[src/rtl/hd44780_nibble_responder.sv]
// HD44780-style character LCD responder: decodes 8/4-bit nibble transfers on the
// bit-banged bus, executes the instruction subset and holds a 128-byte DDRAM.
module hd44780_nibble_responder #(
  parameter int unsigned BUSY_CYCLES       = 2000,
  parameter int unsigned CLEAR_BUSY_CYCLES = 82000
) (
  input  logic       clk,
  input  logic       rst,
  input  logic [3:0] lcd_data_in,
  input  logic       lcd_rs,
  input  logic       lcd_rw,
  input  logic       lcd_en,
  output logic [3:0] lcd_data_out,
  output logic       lcd_data_oe,
  input  logic [6:0] disp_rd_addr,
  output logic [7:0] disp_rd_data,
  output logic [6:0] cursor_addr,
  output logic       display_on,
  output logic       cursor_on,
  output logic       busy,
  output logic       four_bit_mode,
  output logic       cmd_strobe,
  output logic       data_strobe,
  output logic [7:0] rx_byte,
  output logic       protocol_error
);

  logic [7:0]  ddram [128];
  logic        en_q;
  logic        rs_q;
  logic        rw_q;
  logic [3:0]  data_q;
  logic        phase_r;
  logic [3:0]  hi_r;
  logic        id_r;
  logic [31:0] busy_cnt_r;
  logic        clr_active_r;
  logic [6:0]  clr_addr_r;

  logic        fall_s;
  logic        wr_fall_s;
  logic        last_nib_s;
  logic [7:0]  byte_s;
  logic        exec_s;
  logic        is_clear_s;
  logic        rd_ac_move_s;
  logic        rd_phase_s;
  logic [7:0]  mem_at_ac_s;
  logic [3:0]  rd_nib_s;

  function automatic logic [6:0] ac_step(input logic [6:0] a, input logic inc);
    return inc ? (a + 7'd1) : (a - 7'd1);
  endfunction

  // Transfer decode from the registered bus sample
  always_comb begin
    fall_s       = en_q & ~lcd_en;
    wr_fall_s    = fall_s & ~rw_q;
    last_nib_s   = four_bit_mode ? phase_r : 1'b1;
    byte_s       = four_bit_mode ? {hi_r, data_q} : {data_q, 4'h0};
    // an all-zero instruction byte is a no-op and does not start busy
    exec_s       = wr_fall_s & last_nib_s & ~busy & (rs_q | (byte_s != 8'h00));
    is_clear_s   = ~rs_q & (byte_s == 8'h01);
    rd_ac_move_s = fall_s & rw_q & rs_q & last_nib_s & ~busy;
    rd_phase_s   = four_bit_mode ? phase_r : 1'b0;
    mem_at_ac_s  = ddram[cursor_addr];
    if (rs_q) begin
      rd_nib_s = rd_phase_s ? mem_at_ac_s[3:0] : mem_at_ac_s[7:4];
    end else begin
      rd_nib_s = rd_phase_s ? cursor_addr[3:0] : {busy, cursor_addr[6:4]};
    end
  end

  // Control state, busy timing, strobes and read-bus drive
  always_ff @(posedge clk) begin
    if (rst) begin
      en_q           <= 1'b0;
      rs_q           <= 1'b0;
      rw_q           <= 1'b0;
      data_q         <= 4'h0;
      phase_r        <= 1'b0;
      hi_r           <= 4'h0;
      id_r           <= 1'b1;
      busy_cnt_r     <= 32'd0;
      busy           <= 1'b0;
      cursor_addr    <= 7'h00;
      display_on     <= 1'b0;
      cursor_on      <= 1'b0;
      four_bit_mode  <= 1'b0;
      cmd_strobe     <= 1'b0;
      data_strobe    <= 1'b0;
      rx_byte        <= 8'h00;
      protocol_error <= 1'b0;
      lcd_data_oe    <= 1'b0;
      lcd_data_out   <= 4'h0;
      clr_active_r   <= 1'b0;
      clr_addr_r     <= 7'h00;
    end else begin
      en_q         <= lcd_en;
      rs_q         <= lcd_rs;
      rw_q         <= lcd_rw;
      data_q       <= lcd_data_in;
      cmd_strobe   <= 1'b0;
      data_strobe  <= 1'b0;
      lcd_data_oe  <= en_q & rw_q;
      lcd_data_out <= rd_nib_s;

      if (exec_s) begin
        busy       <= 1'b1;
        busy_cnt_r <= is_clear_s ? 32'(CLEAR_BUSY_CYCLES) : 32'(BUSY_CYCLES);
      end else if (busy) begin
        busy_cnt_r <= busy_cnt_r - 32'd1;
        busy       <= (busy_cnt_r != 32'd1);
      end

      if (fall_s && four_bit_mode) begin
        phase_r <= ~phase_r;
      end

      if (wr_fall_s) begin
        if (four_bit_mode && !phase_r) begin
          hi_r <= data_q;
        end
        if (busy) begin
          protocol_error <= 1'b1;
        end
      end

      if (exec_s) begin
        rx_byte <= byte_s;
        if (rs_q) begin
          data_strobe <= 1'b1;
          cursor_addr <= ac_step(cursor_addr, id_r);
        end else begin
          cmd_strobe <= 1'b1;
          casez (byte_s)
            8'b1???????: cursor_addr <= byte_s[6:0];
            8'b01??????: ;
            8'b001?????: four_bit_mode <= ~byte_s[4];
            8'b0001????: begin
              if (!byte_s[3]) begin
                cursor_addr <= ac_step(cursor_addr, byte_s[2]);
              end
            end
            8'b00001???: begin
              display_on <= byte_s[2];
              cursor_on  <= byte_s[1];
            end
            8'b000001??: id_r <= byte_s[1];
            8'b0000001?: cursor_addr <= 7'h00;
            8'b00000001: begin
              cursor_addr  <= 7'h00;
              id_r         <= 1'b1;
              clr_active_r <= 1'b1;
              clr_addr_r   <= 7'h00;
            end
            default: ;
          endcase
        end
      end else if (rd_ac_move_s) begin
        cursor_addr <= ac_step(cursor_addr, id_r);
      end

      if (clr_active_r) begin
        clr_addr_r <= clr_addr_r + 7'd1;
        if (clr_addr_r == 7'h7F) begin
          clr_active_r <= 1'b0;
        end
      end
    end
  end

  // DDRAM write port (clear sweep or data write) and overlay read port
  always_ff @(posedge clk) begin
    if (clr_active_r) begin
      ddram[clr_addr_r] <= 8'h20;
    end else if (exec_s && rs_q) begin
      ddram[cursor_addr] <= byte_s;
    end
    disp_rd_data <= ddram[disp_rd_addr];
  end

endmodule

[config.mk]
export PLATFORM = sky130hd
export DESIGN_NAME = hd44780_nibble_responder
export DESIGN_NICKNAME = d
export VERILOG_FILES = /design/src/rtl/hd44780_nibble_responder.sv
export SDC_FILE = /design/constraint.sdc
export NUM_CORES = 2
export LEC_CHECK = 0
export ABC_AREA = 1
export BUFFER_PORTS_ARGS = -buffer_cell sky130_fd_sc_hd__buf_2
export CORE_UTILIZATION = 37
export CTS_BUF_LIST = sky130_fd_sc_hd__clkbuf_4
export CTS_CLUSTER_SIZE = 25
export DETAILED_ROUTE_END_ITERATION = 10
export PLACE_DENSITY_LB_ADDON = 0.12
export SYNTH_ARGS = -nofsm -noshare
export SYNTH_HDL_FRONTEND = slang
export SYNTH_SLANG_ARGS = --single-unit
export TNS_END_PERCENT = 50
[constraint.sdc]
create_clock -name clk -period 16.95 [get_ports clk]
set_clock_uncertainty 0.2 [all_clocks]
set_input_delay 3.39 -clock clk [delete_from_list [all_inputs] [get_ports clk]]
set_output_delay 3.39 -clock clk [all_outputs]
set_load 0.005 [all_outputs]
==> metrics.csv <==
stage,metric,value,unit
sta,worst_pin_slew,1.21,ns
power_and_ir_drop,comb_power_share,8.9,%
synthesis,synth_fp_nets,6076,
sta,final_max_slew_viol_count,0,
clock_network,clk_pin_slew,0.07,ns
placement,portBuffers,50,
cells_and_area,fillers,14500,
grt,grt-ovfl-total,0,
routing,first_pass_iters,8,
power_and_ir_drop,clkPwrFrac,41.9,%
worst_setup_path,crit_arrival,7.67,ns
placement,hpwl,126000,µm
sta,rsz0062_at_grt,no,
worst_setup_path,timing.rr.end,lcd_data_out[3],
cells_and_area,final_cell_area,0.0609,mm²
hold_path,holdPathEnd,clr_addr_r[6],
cells_and_area,ff_latch_area,0.0327,mm²
synthesis,synth_cells,6055,
status,status,"finished, final reports clean",
sta,setup_viol,0,
clock_network,clk-insertion-delay-late,1.28,ns
cells_and_area,final_net_count,6070,
clock_network,cts_setup_buffers,0,
power_and_ir_drop,leakagePower,0.0217,µW
synthesis,avgSynthCellArea,9.13,µm²
synthesis,seq_area_frac_synth,59.1,%
floorplan,die_x,389,µm
worst_setup_path,cp_max_fo,71,
clock_network,cts.sinks,1119,
floorplan,std_cell_rows,141,
routing,wl_per_cell,26.5,µm
worst_setup_path,critPathKind,input pin to flip-flop,
clock_network,cts_buffers,336,
hold_path,hp-class,flip-flop to flip-flop,
routing,drt.antenna.violating_nets,0,
worst_setup_path,required,17.94,ns
sta,finalHoldViolCount,0,
placement,gp_congestion,0.925,
grt,grt_max_degree,162,
grt,grtUsageTotal,28.0,%
sta,tns,0,ns
power_and_ir_drop,pwr_density_cell,100,mW/mm²
floorplan,coreArea,0.148,mm²
cells_and_area,area_delta_synth_final,10.2,%
sta,timing.final.crit_share,39.4,%
cells_and_area,utilization,41.2,%
synthesis,synth_seq_cells,1119,
power_and_ir_drop,p_seq_share,49.2,%
clock_network,cts.path.max_buffers,4,
clock_network,cts_resized,0,
clock_network,cts_tree,yes,
grt,antenna_found_initial,11,
worst_setup_path,reg2reg_slack,11.98,ns
cells_and_area,drive_gt1_share,12.3,%
power_and_ir_drop,switching_share,26.6,%
floorplan,die_h,389,µm
grt,grt_pass1_wl,314000,µm
sta,finalCriticalPeriod,6.68,ns
floorplan,io_pins,51,
routing,routed_wl,217000,µm
sta,slew_headroom,19.2,%
synthesis,yosys.cell_types.count,47,
synthesis,ys_warn_count,0,
sta,fin_hold_ws,0.261,ns
power_and_ir_drop,p_switching,1630,µW
routing,dr_total_vias,48800,
placement,place_area,0.0569,mm²
floorplan,die-area,0.151,mm²
power_and_ir_drop,p_int,4480,µW
sta,clock.fmax,150,MHz
clock_network,root_buffer,clkbuf_4,
routing,post_drt_via_cell_ratio,5.94,
run,max_cap_violations,0,
worst_setup_path,crit_path_end_kind,flip-flop,
synthesis,netlist_area,0.0553,mm²
power_and_ir_drop,total_power,6100,µW
floorplan,start_util,37.4,%
routing,drt_iter0_drc,6219,
worst_setup_path,start_kind,input pin,
hold_path,hold_depth,2,
cells_and_area,multi_input_area,0.0204,mm²
hold_path,min-delay-start,clr_addr_r[6],
clock_network,postCtsHoldBufs,0,
routing,drcViolationCount,0,
power_and_ir_drop,ir_worst_vdd,53.7,µV
worst_setup_path,r2r_cells,15,
clock_network,cts_max_level,5,
grt,first_global_vias,45900,
registers in the layout, summed over array words and instances (netlist names), 4 cells and up, named ones only:
signal,cells
busy_cnt_r,32
clr_addr_r,7
cursor_addr,7
data_q,4
ddram,1024
disp_rd_data,8
hi_r,4
lcd_data_out,4
rx_byte,8
worst max-delay path, cell delays in order:
cell	delay [ns]
buf_8	0.21
buf_4	0.78
buf_4	0.85
o21ai_0	0.23
o22ai_1	0.23
or2_2	0.14
o211ai_1	0.16
o211ai_1	0.49
nand3_1	0.43
nand2_1	0.29
nand2_1	0.13
nand2_1	0.09
final cells by class:
| class | count | area share, % |
|---|---|---|
| Antenna cell | 10 | 0.0411 |
| Multi-Input combinational cell | 4358 | 33.6 |
| Inverter | 110 | 0.758 |
| Clock buffer | 483 | 5.95 |
| Clock inverter | 75 | 0.657 |
| Timing Repair Buffer | 124 | 1.43 |
| Tap cell | 1930 | 3.96 |
| Sequential cell | 1119 | 53.6 |
per-stage QoR:
step	instances	worst slack [ns]
floorplan	6055	8.69
global placement	7641	9.28
detailed placement	7641	9.26
CTS	8199	10.62
global route	8207	10.35
finish	8209	10.27
cell families after synthesis:
logic type / synth area share [%]
AND/OR/NAND/NOR: 25.2
XOR/XNOR: 0.459
adder cells (fa/ha/maj): 0.113
flip-flops: 59.1
buffers and inverters: 4.10
AO/OA/AOI/OAI: 11.1
per-layer routing:
metal | vias to the layer above | GRT usage [%] | share of wire [%]
li1 | 21600 | - | -
met5 | - | 0 | 0.013
met3 | 535 | 6.11 | 10
met2 | 2976 | 42.1 | 44
met1 | 23700 | 38.8 | 42
met4 | 4 | 12.2 | 4.1
cells in the final DEF, fill, tap and decap left out, types with 6 or more instances in the layout:
cell type,instances
inv_2,17
nor2_4,16
diode_2,10
nor2_2,8
buf_2,46
clkbuf_4,483
nand4_1,13
clkinv_1,58
o22ai_1,257
nand2_1,1244
clkinv_2,9
a21oi_1,46
dfxtp_1,90
o211ai_1,128
o21ai_0,623
xnor2_1,10
o21ai_1,6
inv_1,87
buf_4,72
xor2_1,19
nand3_1,1059
nor2_1,797
edfxtp_1,1024
nand2_2,20
nor3_1,13
or2_2,59
worst max-delay path by stage:
stage                               start              end  slack [ns]  cells after the start
after floorplan                    lcd_en      ddram[0][0]        8.69                      9
after global placement    disp_rd_addr[1]  disp_rd_data[3]        9.28                     12
after detailed placement  disp_rd_addr[1]  disp_rd_data[3]        9.26                     12
after CTS                 disp_rd_addr[1]  disp_rd_data[3]       10.62                     12
after global routing      disp_rd_addr[0]  disp_rd_data[4]       10.35                     11
final                     disp_rd_addr[1]  disp_rd_data[3]       10.27                     12
synthesized netlist by cell type, drive strengths merged:
master	n	area share (%)
nor3b	1	0.023
a32oi	1	0.016
a31oi	4	0.045
or2	61	0.69
o21ai	636	5.9
nand2	1267	8.7
clkinv	4	0.038
xor2	19	0.30
nor4	3	0.034
nand3	1062	9.7
nand4	13	0.15
o211ai	128	1.7
nor2	821	5.7
o22ai	257	2.9
a21oi	46	0.42
o21a	1	0.014
clkbuf	383	2.6
edfxtp	1024	56
dfxtp	95	3.4
a32o	1	0.018
inv	106	0.73
ha	5	0.11
nand3b	2	0.027
buf	85	0.73
xnor2	10	0.16
o31ai	2	0.027
o221ai	1	0.016
nor3	17	0.19
power groups by stage:
| stage | clock network, µW | registers [µW] | logic, µW |
|---|---|---|---|
| floorplan | 0 | 3040 | 339 |
| global route | 2750 | 3000 | 577 |
| global placement | 0 | 3060 | 527 |
| CTS | 2610 | 3000 | 528 |
| detailed placement | 0 | 3060 | 526 |
| finish | 2560 | 3000 | 542 |
(Power assumes the default switching activity.)
